## config.mk

```make
export PLATFORM = sky130hd
export DESIGN_NAME = xret_pc_unit_flat
export DESIGN_NICKNAME = d
export VERILOG_FILES = /design/src/rtl/csr_pkg.sv /design/src/rtl/xret_pc_unit_if.sv /design/src/rtl/xret_legal_chk.sv /design/src/rtl/xret_pc_unit.sv /design/src/flat_wrapper.sv
export SDC_FILE = /design/constraint.sdc
export NUM_CORES = 1
export LEC_CHECK = 0
export CAP_MARGIN = 20
export CORE_ASPECT_RATIO = 1.5
export CORE_UTILIZATION = 45
export DETAILED_ROUTE_END_ITERATION = 16
export GPL_ROUTABILITY_DRIVEN = 0
export PLACE_DENSITY = 0.87
export SYNTH_ARGS = -nofsm -noshare
export SYNTH_HDL_FRONTEND = slang
export SYNTH_SLANG_ARGS = --single-unit
```

## constraint.sdc

```tcl
create_clock -name clk -period 2.2 [get_ports clk]
set_clock_uncertainty 0.2 [all_clocks]
set_input_delay 0.22 -clock clk [delete_from_list [all_inputs] [get_ports clk]]
set_output_delay 0.22 -clock clk [all_outputs]
set_load 0.02 [all_outputs]
```

## src/rtl/csr_pkg.sv

```systemverilog
// Shared CSR definitions for the trap-return path: privilege encodings,
// the xRET FSM state type, default XLEN and the MPP legalisation helper.
package csr_pkg;

  localparam int XLEN_DEF = 64;

  localparam logic [1:0] PRIV_U    = 2'd0;
  localparam logic [1:0] PRIV_S    = 2'd1;
  localparam logic [1:0] PRIV_RSVD = 2'd2;
  localparam logic [1:0] PRIV_M    = 2'd3;

  typedef enum logic [1:0] {
    ST_IDLE  = 2'd0,
    ST_FLUSH = 2'd1,
    ST_REDIR = 2'd2
  } xret_state_e;

  // MPP may hold the reserved encoding; returning through it lands in U-mode.
  function automatic logic [1:0] mpp_to_priv(input logic [1:0] mpp);
    logic [1:0] p;
    if (mpp == PRIV_RSVD) begin
      p = PRIV_U;
    end else begin
      p = mpp;
    end
    return p;
  endfunction

endpackage

```

## src/rtl/xret_pc_unit_if.sv

```systemverilog
// Bundle of every non-clock signal of the trap-return unit. The slave
// modport is the unit itself; master is the pipeline/CSR/fetch side.
interface xret_pc_unit_if
  import csr_pkg::*;
#(
  parameter int XLEN = XLEN_DEF
);
  logic            ret_valid;
  logic            ret_is_mret;
  logic            ret_ready;
  logic [1:0]      priv;
  logic            tsr;
  logic [XLEN-1:0] mepc;
  logic [XLEN-1:0] sepc;
  logic [1:0]      mpp;
  logic            spp;
  logic            illegal;
  logic            flush_req;
  logic            flush_ack;
  logic            redir_valid;
  logic [XLEN-1:0] redir_pc;
  logic            redir_ready;
  logic            priv_we;
  logic [1:0]      new_priv;
  logic            done_m;
  logic            done_s;

  modport master (
    output ret_valid, ret_is_mret, priv, tsr, mepc, sepc, mpp, spp,
           flush_ack, redir_ready,
    input  ret_ready, illegal, flush_req, redir_valid, redir_pc,
           priv_we, new_priv, done_m, done_s
  );

  modport slave (
    input  ret_valid, ret_is_mret, priv, tsr, mepc, sepc, mpp, spp,
           flush_ack, redir_ready,
    output ret_ready, illegal, flush_req, redir_valid, redir_pc,
           priv_we, new_priv, done_m, done_s
  );

endinterface

```

## src/rtl/xret_legal_chk.sv

```systemverilog
// Privilege legality of an xRET: MRET needs M-mode; SRET is refused from
// U-mode and from S-mode while mstatus.TSR traps it.
module xret_legal_chk
  import csr_pkg::*;
(
  input  logic       ret_is_mret,
  input  logic [1:0] priv,
  input  logic       tsr,
  output logic       legal
);

  logic legal_s;

  // Pure decode of instruction kind against current privilege.
  always_comb begin
    legal_s = 1'b0;
    if (ret_is_mret) begin
      legal_s = (priv == PRIV_M);
    end else if (priv == PRIV_U) begin
      legal_s = 1'b0;
    end else if ((priv == PRIV_S) && tsr) begin
      legal_s = 1'b0;
    end else begin
      legal_s = 1'b1;
    end
  end

  assign legal = legal_s;

endmodule

```

## src/rtl/xret_pc_unit.sv

```systemverilog
// Trap-return redirect unit: accepts MRET/SRET, flushes the pipeline,
// redirects fetch to the frozen xEPC and then tells the CSR block to
// switch privilege and pop the matching mstatus interrupt stack.
module xret_pc_unit
  import csr_pkg::*;
#(
  parameter int XLEN     = XLEN_DEF,
  parameter int IALIGN16 = 0
) (
  input  logic           clk,
  input  logic           rst_n,
  xret_pc_unit_if.slave  bus
);

  // With compressed instructions only bit 0 is forced low, otherwise [1:0].
  localparam logic [1:0]      LOW_MASK = (IALIGN16 != 0) ? 2'b10 : 2'b00;
  localparam logic [XLEN-1:0] PC_MASK  = {{(XLEN-2){1'b1}}, LOW_MASK};

  xret_state_e     state_r;
  xret_state_e     state_s;

  logic            legal_s;
  logic            accept_s;
  logic            reject_s;
  logic            enter_redir_s;
  logic            handshake_s;
  logic [XLEN-1:0] tgt_pc_s;
  logic [1:0]      tgt_priv_s;

  logic [XLEN-1:0] pc_r;
  logic [1:0]      tgt_priv_r;
  logic            kind_m_r;

  logic            ret_ready_r;
  logic            illegal_r;
  logic            flush_req_r;
  logic            redir_valid_r;
  logic [XLEN-1:0] redir_pc_r;
  logic            priv_we_r;
  logic [1:0]      new_priv_r;
  logic            done_m_r;
  logic            done_s_r;

  xret_legal_chk u_legal (
    .ret_is_mret (bus.ret_is_mret),
    .priv        (bus.priv),
    .tsr         (bus.tsr),
    .legal       (legal_s)
  );

  // Return target computed from the live CSR values; only sampled on accept.
  always_comb begin
    tgt_pc_s   = {XLEN{1'b0}};
    tgt_priv_s = PRIV_U;
    if (bus.ret_is_mret) begin
      tgt_pc_s   = bus.mepc & PC_MASK;
      tgt_priv_s = mpp_to_priv(bus.mpp);
    end else begin
      tgt_pc_s   = bus.sepc & PC_MASK;
      tgt_priv_s = {1'b0, bus.spp};
    end
  end

  // Next-state and single-cycle event decode.
  always_comb begin
    state_s       = state_r;
    accept_s      = 1'b0;
    reject_s      = 1'b0;
    enter_redir_s = 1'b0;
    handshake_s   = 1'b0;
    case (state_r)
      ST_IDLE: begin
        if (bus.ret_valid && legal_s) begin
          accept_s = 1'b1;
          state_s  = ST_FLUSH;
        end else if (bus.ret_valid) begin
          reject_s = 1'b1;
        end else begin
          state_s = ST_IDLE;
        end
      end
      ST_FLUSH: begin
        if (bus.flush_ack) begin
          enter_redir_s = 1'b1;
          state_s       = ST_REDIR;
        end else begin
          state_s = ST_FLUSH;
        end
      end
      ST_REDIR: begin
        if (bus.redir_ready) begin
          handshake_s = 1'b1;
          state_s     = ST_IDLE;
        end else begin
          state_s = ST_REDIR;
        end
      end
      default: begin
        state_s = ST_IDLE;
      end
    endcase
  end

  // FSM state register.
  always_ff @(posedge clk or negedge rst_n) begin
    if (!rst_n) begin
      state_r <= ST_IDLE;
    end else begin
      state_r <= state_s;
    end
  end

  // Freeze target PC, privilege and return kind at acceptance.
  always_ff @(posedge clk or negedge rst_n) begin
    if (!rst_n) begin
      pc_r       <= {XLEN{1'b0}};
      tgt_priv_r <= PRIV_U;
      kind_m_r   <= 1'b0;
    end else if (accept_s) begin
      pc_r       <= tgt_pc_s;
      tgt_priv_r <= tgt_priv_s;
      kind_m_r   <= bus.ret_is_mret;
    end
  end

  // Output registers; levels follow the next state, pulses follow events.
  always_ff @(posedge clk or negedge rst_n) begin
    if (!rst_n) begin
      ret_ready_r   <= 1'b1;
      illegal_r     <= 1'b0;
      flush_req_r   <= 1'b0;
      redir_valid_r <= 1'b0;
      redir_pc_r    <= {XLEN{1'b0}};
      priv_we_r     <= 1'b0;
      new_priv_r    <= PRIV_U;
      done_m_r      <= 1'b0;
      done_s_r      <= 1'b0;
    end else begin
      ret_ready_r   <= (state_s == ST_IDLE);
      illegal_r     <= reject_s;
      flush_req_r   <= (state_s == ST_FLUSH);
      redir_valid_r <= (state_s == ST_REDIR);
      priv_we_r     <= handshake_s;
      done_m_r      <= handshake_s & kind_m_r;
      done_s_r      <= handshake_s & ~kind_m_r;
      if (enter_redir_s) begin
        redir_pc_r <= pc_r;
      end
      if (handshake_s) begin
        new_priv_r <= tgt_priv_r;
      end
    end
  end

  assign bus.ret_ready   = ret_ready_r;
  assign bus.illegal     = illegal_r;
  assign bus.flush_req   = flush_req_r;
  assign bus.redir_valid = redir_valid_r;
  assign bus.redir_pc    = redir_pc_r;
  assign bus.priv_we     = priv_we_r;
  assign bus.new_priv    = new_priv_r;
  assign bus.done_m      = done_m_r;
  assign bus.done_s      = done_s_r;

endmodule

```

## src/flat_wrapper.sv

```systemverilog
// flat-port wrapper written by rule: the top's interface ports become plain ports
module xret_pc_unit_flat import csr_pkg::*;
#(
  parameter int XLEN     = XLEN_DEF,
  parameter int IALIGN16 = 0
)
  (clk, rst_n, bus_ret_valid, bus_ret_is_mret, bus_priv, bus_tsr, bus_mepc, bus_sepc, bus_mpp, bus_spp, bus_flush_ack, bus_redir_ready, bus_ret_ready, bus_illegal, bus_flush_req, bus_redir_valid, bus_redir_pc, bus_priv_we, bus_new_priv, bus_done_m, bus_done_s);
  xret_pc_unit_if #(.XLEN(XLEN)) bus_i ();
  input  logic clk;
  input  logic rst_n;
  input wire logic [$bits(bus_i.ret_valid)-1:0] bus_ret_valid;
  input wire logic [$bits(bus_i.ret_is_mret)-1:0] bus_ret_is_mret;
  input wire logic [$bits(bus_i.priv)-1:0] bus_priv;
  input wire logic [$bits(bus_i.tsr)-1:0] bus_tsr;
  input wire logic [$bits(bus_i.mepc)-1:0] bus_mepc;
  input wire logic [$bits(bus_i.sepc)-1:0] bus_sepc;
  input wire logic [$bits(bus_i.mpp)-1:0] bus_mpp;
  input wire logic [$bits(bus_i.spp)-1:0] bus_spp;
  input wire logic [$bits(bus_i.flush_ack)-1:0] bus_flush_ack;
  input wire logic [$bits(bus_i.redir_ready)-1:0] bus_redir_ready;
  output wire logic [$bits(bus_i.ret_ready)-1:0] bus_ret_ready;
  output wire logic [$bits(bus_i.illegal)-1:0] bus_illegal;
  output wire logic [$bits(bus_i.flush_req)-1:0] bus_flush_req;
  output wire logic [$bits(bus_i.redir_valid)-1:0] bus_redir_valid;
  output wire logic [$bits(bus_i.redir_pc)-1:0] bus_redir_pc;
  output wire logic [$bits(bus_i.priv_we)-1:0] bus_priv_we;
  output wire logic [$bits(bus_i.new_priv)-1:0] bus_new_priv;
  output wire logic [$bits(bus_i.done_m)-1:0] bus_done_m;
  output wire logic [$bits(bus_i.done_s)-1:0] bus_done_s;
  assign bus_i.ret_valid = bus_ret_valid;
  assign bus_i.ret_is_mret = bus_ret_is_mret;
  assign bus_i.priv = bus_priv;
  assign bus_i.tsr = bus_tsr;
  assign bus_i.mepc = bus_mepc;
  assign bus_i.sepc = bus_sepc;
  assign bus_i.mpp = bus_mpp;
  assign bus_i.spp = bus_spp;
  assign bus_i.flush_ack = bus_flush_ack;
  assign bus_i.redir_ready = bus_redir_ready;
  assign bus_ret_ready = bus_i.ret_ready;
  assign bus_illegal = bus_i.illegal;
  assign bus_flush_req = bus_i.flush_req;
  assign bus_redir_valid = bus_i.redir_valid;
  assign bus_redir_pc = bus_i.redir_pc;
  assign bus_priv_we = bus_i.priv_we;
  assign bus_new_priv = bus_i.new_priv;
  assign bus_done_m = bus_i.done_m;
  assign bus_done_s = bus_i.done_s;
  xret_pc_unit #(.XLEN(XLEN), .IALIGN16(IALIGN16)) u_core (.clk(clk), .rst_n(rst_n), .bus(bus_i));
endmodule
```

# ---- Yosys cells after proc, flatten, opt, wreduce, memory -nomap -nowiden
# Cells that the tools add are included.
dict set report word_totals {
  ff_bits 142
  input_bits 140
  out_inout_bits 73
  elab_cells 48
}
dict set report classes {
  eq_ne 7
  mux 20
  bitwise_logic 3
  n_reduce_logical 5
}
# operator count
set op_table {}
lappend op_table {{$mux 64} 1}
lappend op_table {{$mux 1} 12}
lappend op_table {{$mux 2} 6}
lappend op_table {{$eq 2x2->1 const B} 4}
lappend op_table {{$eq 2x1->1 const B} 3}
lappend op_table {{$logic_not 2->1} 3}
lappend op_table {{$pmux 2 s3} 1}
lappend op_table {{$and 1x1->1} 2}
lappend op_table {{$logic_and 1x1->1} 2}
lappend op_table {{$not 1->1} 1}

# ---- Depth between registers and ports, before layout
dict set report logic_depth {
  ltp_word 9
  ltp_mapped 5
  mapped_depth_nobuf 3
}

# ---- Modules after synthesis
# A second synthesis with hierarchy kept.
dict set report hier_totals {
  cells_unflattened 374
  area_unflattened_um2 5940.7
}
# mod instances cells_each area_per_inst_um2 seq_area_each_um2
set modules_own_cells {}
lappend modules_own_cells {xret_pc_unit 1 371 5920.7 3454.6}
lappend modules_own_cells {xret_legal_chk 1 3 20.0 0.0}

# ---- Worst setup path before layout
# OpenSTA, ideal clock, no wires.
dict set report synth_path {
  kind {flip-flop to flip-flop}
  startpoint {register u_core.state_r[1]}
  endpoint {register u_core.pc_r[10]}
  setup_time_ns 0.127
  arrival_ns 1.608
  required_ns 1.873
  slack_ns 0.264
  path_stages_with_launch 6
  n_path_buf 2
  period_less_slack_ns 1.936
  path_cell_list {dfrtp_1 -> or3b_1 -> a31oi_4 -> buf_6 -> buf_6 -> mux2_1}
}
dict set report synth_via {
  elab_chain_len 2
}
# item line_no
set synth_lines {}
lappend synth_lines {{start: declaration} xret_pc_unit.sv:19} ;# xret_state_e state_r;
lappend synth_lines {{start signal: assignment} xret_pc_unit.sv:109} ;# state_r <= state_s;
lappend synth_lines {{$logic_not 2->1} xret_pc_unit.sv:71} ;# case (state_r)
lappend synth_lines {{$mux 1} xret_pc_unit.sv:71}
lappend synth_lines {{end signal: assignment} xret_pc_unit.sv:116} ;# pc_r <= {XLEN{1'b0}};
lappend synth_lines {{end signal: assignment} xret_pc_unit.sv:120} ;# pc_r <= tgt_pc_s;
lappend synth_lines {{end: declaration} xret_pc_unit.sv:30} ;# logic [XLEN-1:0] pc_r;
# No other way between the ends.
# A chain may end at the register's enable or synchronous reset.

# ---- Worst setup path after layout
dict set report layout_path {
  startpoint {register u_core.state_r[1]}
  endpoint {register u_core.pc_r[4]}
}
# Same word-level chain as after synthesis.

==> metrics.txt <==
gr usage total=roughly a fifth; clock sinks=between 100 and 150; xor and xnor area share after synthesis=0%; leading post-synthesis cells by cell area=dfrtp_1, mux2_2, mux2_1, buf_6, buf_4; final wirelength=~13,000 um; final setup margin=around 130 ps; Worst Setup SP=u_core.state_r[1]; leakage dissipation=3.69 nW; element type at the critical path start=flop; EDFF count, synth=0; R2R depth=4; Slowest-stage cell, CP=or3b_1; pwr dens=about 1300 nW/um2; area leader, netlist=dfrtp_1; overall power=between 10 and 15 mW; # setup viols final=0; initial antenna violation count=0; post-cts sizing count=0; Final min period=about 2100 ps; ys async rst share=100%; Mapped Area=5900 um2; 1st-iter DRT viols=70; Die Y=around 140 um; total CTS buffers=17; Seq pwr share=approximately two fifths; CTS tree=done; Worst Path Buf+Inv=1; relative slew slack=60.8%; Die W=95.5 um; total grt overflow=0; leading register cell type out of synthesis=dfrtp_1; unrepaired setup endpoints after global routing=false; CP Cell Sequence=or3b_1 > a31oi_4 > buf_12 > mux2_2; Hold Vio Cnt, Final=0; Avg Inst Size Synth=between 15 and 20 um2; max_cap viols=0; Crit Reg-Reg Startpoint=u_core.state_r[1]; Setup Crit Path Kind=reg -> reg; Distinct cells, synth=23; period utilization=a little over nine tenths; HP Class=in -> async; fillers=approximately 890; Worst Tran Pin Value=between 500 and 600 ps; mux cell area share after synthesis=a little over a third; port bufs=206; clk root buf=clkbuf_16; fmax=roughly 480 MHz; post-layout util=between 60% and 70%; WP data arrival=2150 ps; delay-heaviest family, CP=simple AND/OR/NAND/NOR gates; vias in the first global route=4,081; Nets=between 700 and 800; Largest stage delay, worst path=~440 ps; clock share of power=about a quarter; complex-gate fraction of the synthesized area=0.763%; combinational cell fraction of total power=35.5%; average wire per standard cell=16.9 um; # DRC=0; r2r setup slk=about 130 ps; Max clock buf depth=2; FP Rows=50; initial core utilization=~47%; Synth top cells by count=mux2_2, dfrtp_1, mux2_1, buf_2, clkbuf_1; clk slew on worst S/H paths=roughly 60 ps; VDD IR max=0.683 mV; RR Endpoint=u_core.pc_r[4]; first-pass GRT wire length=around 20,000 um; status=finished clean; simple logic cell fraction of the synthesized area=roughly 1.5%; top-count cell post-synth=mux2_2; switching portion of total power=slightly below 30%; I/O Pins=~210; pre-CTS setup slack=-195 ps; H-tree depth=4; Syn-to-layout area delta=48.9%; Worst EP required=roughly 2300 ps; sequential-to-total area share from yosys stat=58.5%; internal power=7.97 mW; Clock Latency Late Sink=roughly 400 ps; largest net degree at the start of global routing=63; adder-cell area share of the yosys netlist=0%; Final Slew Violations=0; # diodes=0; Sw Pwr=around 3.3 mW; largest family of logic cells by synthesized area=multiplexers; Setup crit end kind=flop; yosys synthesis warning count=0; via count=about 3,800; DP HPWL=between 9000 and 10,000 um; area of the die=between 10,000 and 15,000 um2; DRT Pass-1 Iters=5; Cells after Synth=around 380; Synth top area share=between 50% and 60%; layout cells sized above 1=roughly 34%; Synth Register Bits=~140; Core Area=~13,000 um2; Worst Path Max Fanout=38; Vias per Instance=roughly 5.0; DRT antenna net count=0
[power by group through the flow]
stage | logic, mW | clock network [mW] | registers, mW
finish | 4.01 | 2.95 | 4.34
global route | 4.24 | 3.13 | 4.49
CTS | 4.07 | 3.01 | 4.34
detailed placement | 4.06 | 0 | 4.37
global placement | 3.92 | 0 | 4.28
floorplan | 1.40 | 0 | 5.01
[area by class of cell]
type,instances,area [um2],share of cell area [%]
inverter,3,11.3,0.128
timing repair buffer,217,2210,25.1
clock inverter,11,169,1.92
sequential,138,3450,39.3
multi-input combinational,213,2300,26.2
tap,156,195,2.22
clock buffer,21,450,5.12
[per-layer routing]
metal / vias to the layer above / routed length [um] / part of all wire, % / GRT usage (%)
li1: 1759 / - / - / -
met1: 1901 / 4740 / 37 / 22.0
met2: 137 / 6930 / 54 / 35.1
met3: 17 / 932 / 7.3 / 5.18
met4: 0 / 188 / 1.5 / 6.76
met5: - / 0 / 0 / 0
[cell families (layout without fill, tap and decap cells)]
family                 after synthesis  count (layout)
multiplexers                       192             192
flip-flops                         138             138
buffers and inverters               25             252
AND/OR/NAND/NOR                     15              15
AO/OA/AOI/OAI                        4               4
other                                1               2
[cell usage in the layout (no fill, tap or decap), types with 2 or more instances in the layout]
master,Yosys,routed
clkdlybuf4s50_1,0,204
clkinv_2,0,3
mux2_2,164,164
clkbuf_1,6,3
clkinv_4,0,2
bufinv_16,0,4
a21o_1,2,2
nand2b_1,3,3
mux2_1,28,28
buf_12,0,5
clkbuf_16,0,17
nor2_1,2,2
conb_1,1,2
or3b_1,2,2
dfrtp_1,137,137
inv_1,3,3
buf_4,5,5
[state kept, by name (all words and copies together) (netlist names)]
register                cells
u_core.bus.priv_we          1
u_core.bus.redir_pc        62
u_core.tgt_priv_r           2
u_core.kind_m_r             1
u_core.state_r              2
u_core.bus.new_priv         2
u_core.pc_r                62
u_core.bus.done_m           1
u_core.bus.flush_req        1
u_core.bus.done_s           1
u_core.bus.redir_valid      1
u_core.bus.illegal          1
u_core.bus.ret_ready        1
[repair_timing]
action / in CTS / in global routing
hold endpoints to repair: 105 / 0
setup buffers: 0 / 0
hold buffers: 1 / 0
[per-stage QoR]
step	cell area, um2	setup TNS, ps	instances	hold WS, ps
after global placement	8160	-6900	726	-55.3
final	8790	0	759	91.9
after detailed placement	8160	-9960	726	-41.0
after global routing	8790	0	759	124
after floorplan	5910	0	376	-276
after CTS	8790	0	759	106
[how the worst max path moves through the flow]
stage,depth (start not counted),to,slack [ps]
after global routing,4,u_core.pc_r[28],70
after global placement,5,u_core.pc_r[40],-140
after floorplan,5,u_core.pc_r[10],260
after CTS,4,u_core.pc_r[28],120
after detailed placement,5,u_core.pc_r[12],-200
final,4,u_core.pc_r[4],130
Note: power is estimated with default switching activity, not from simulation.
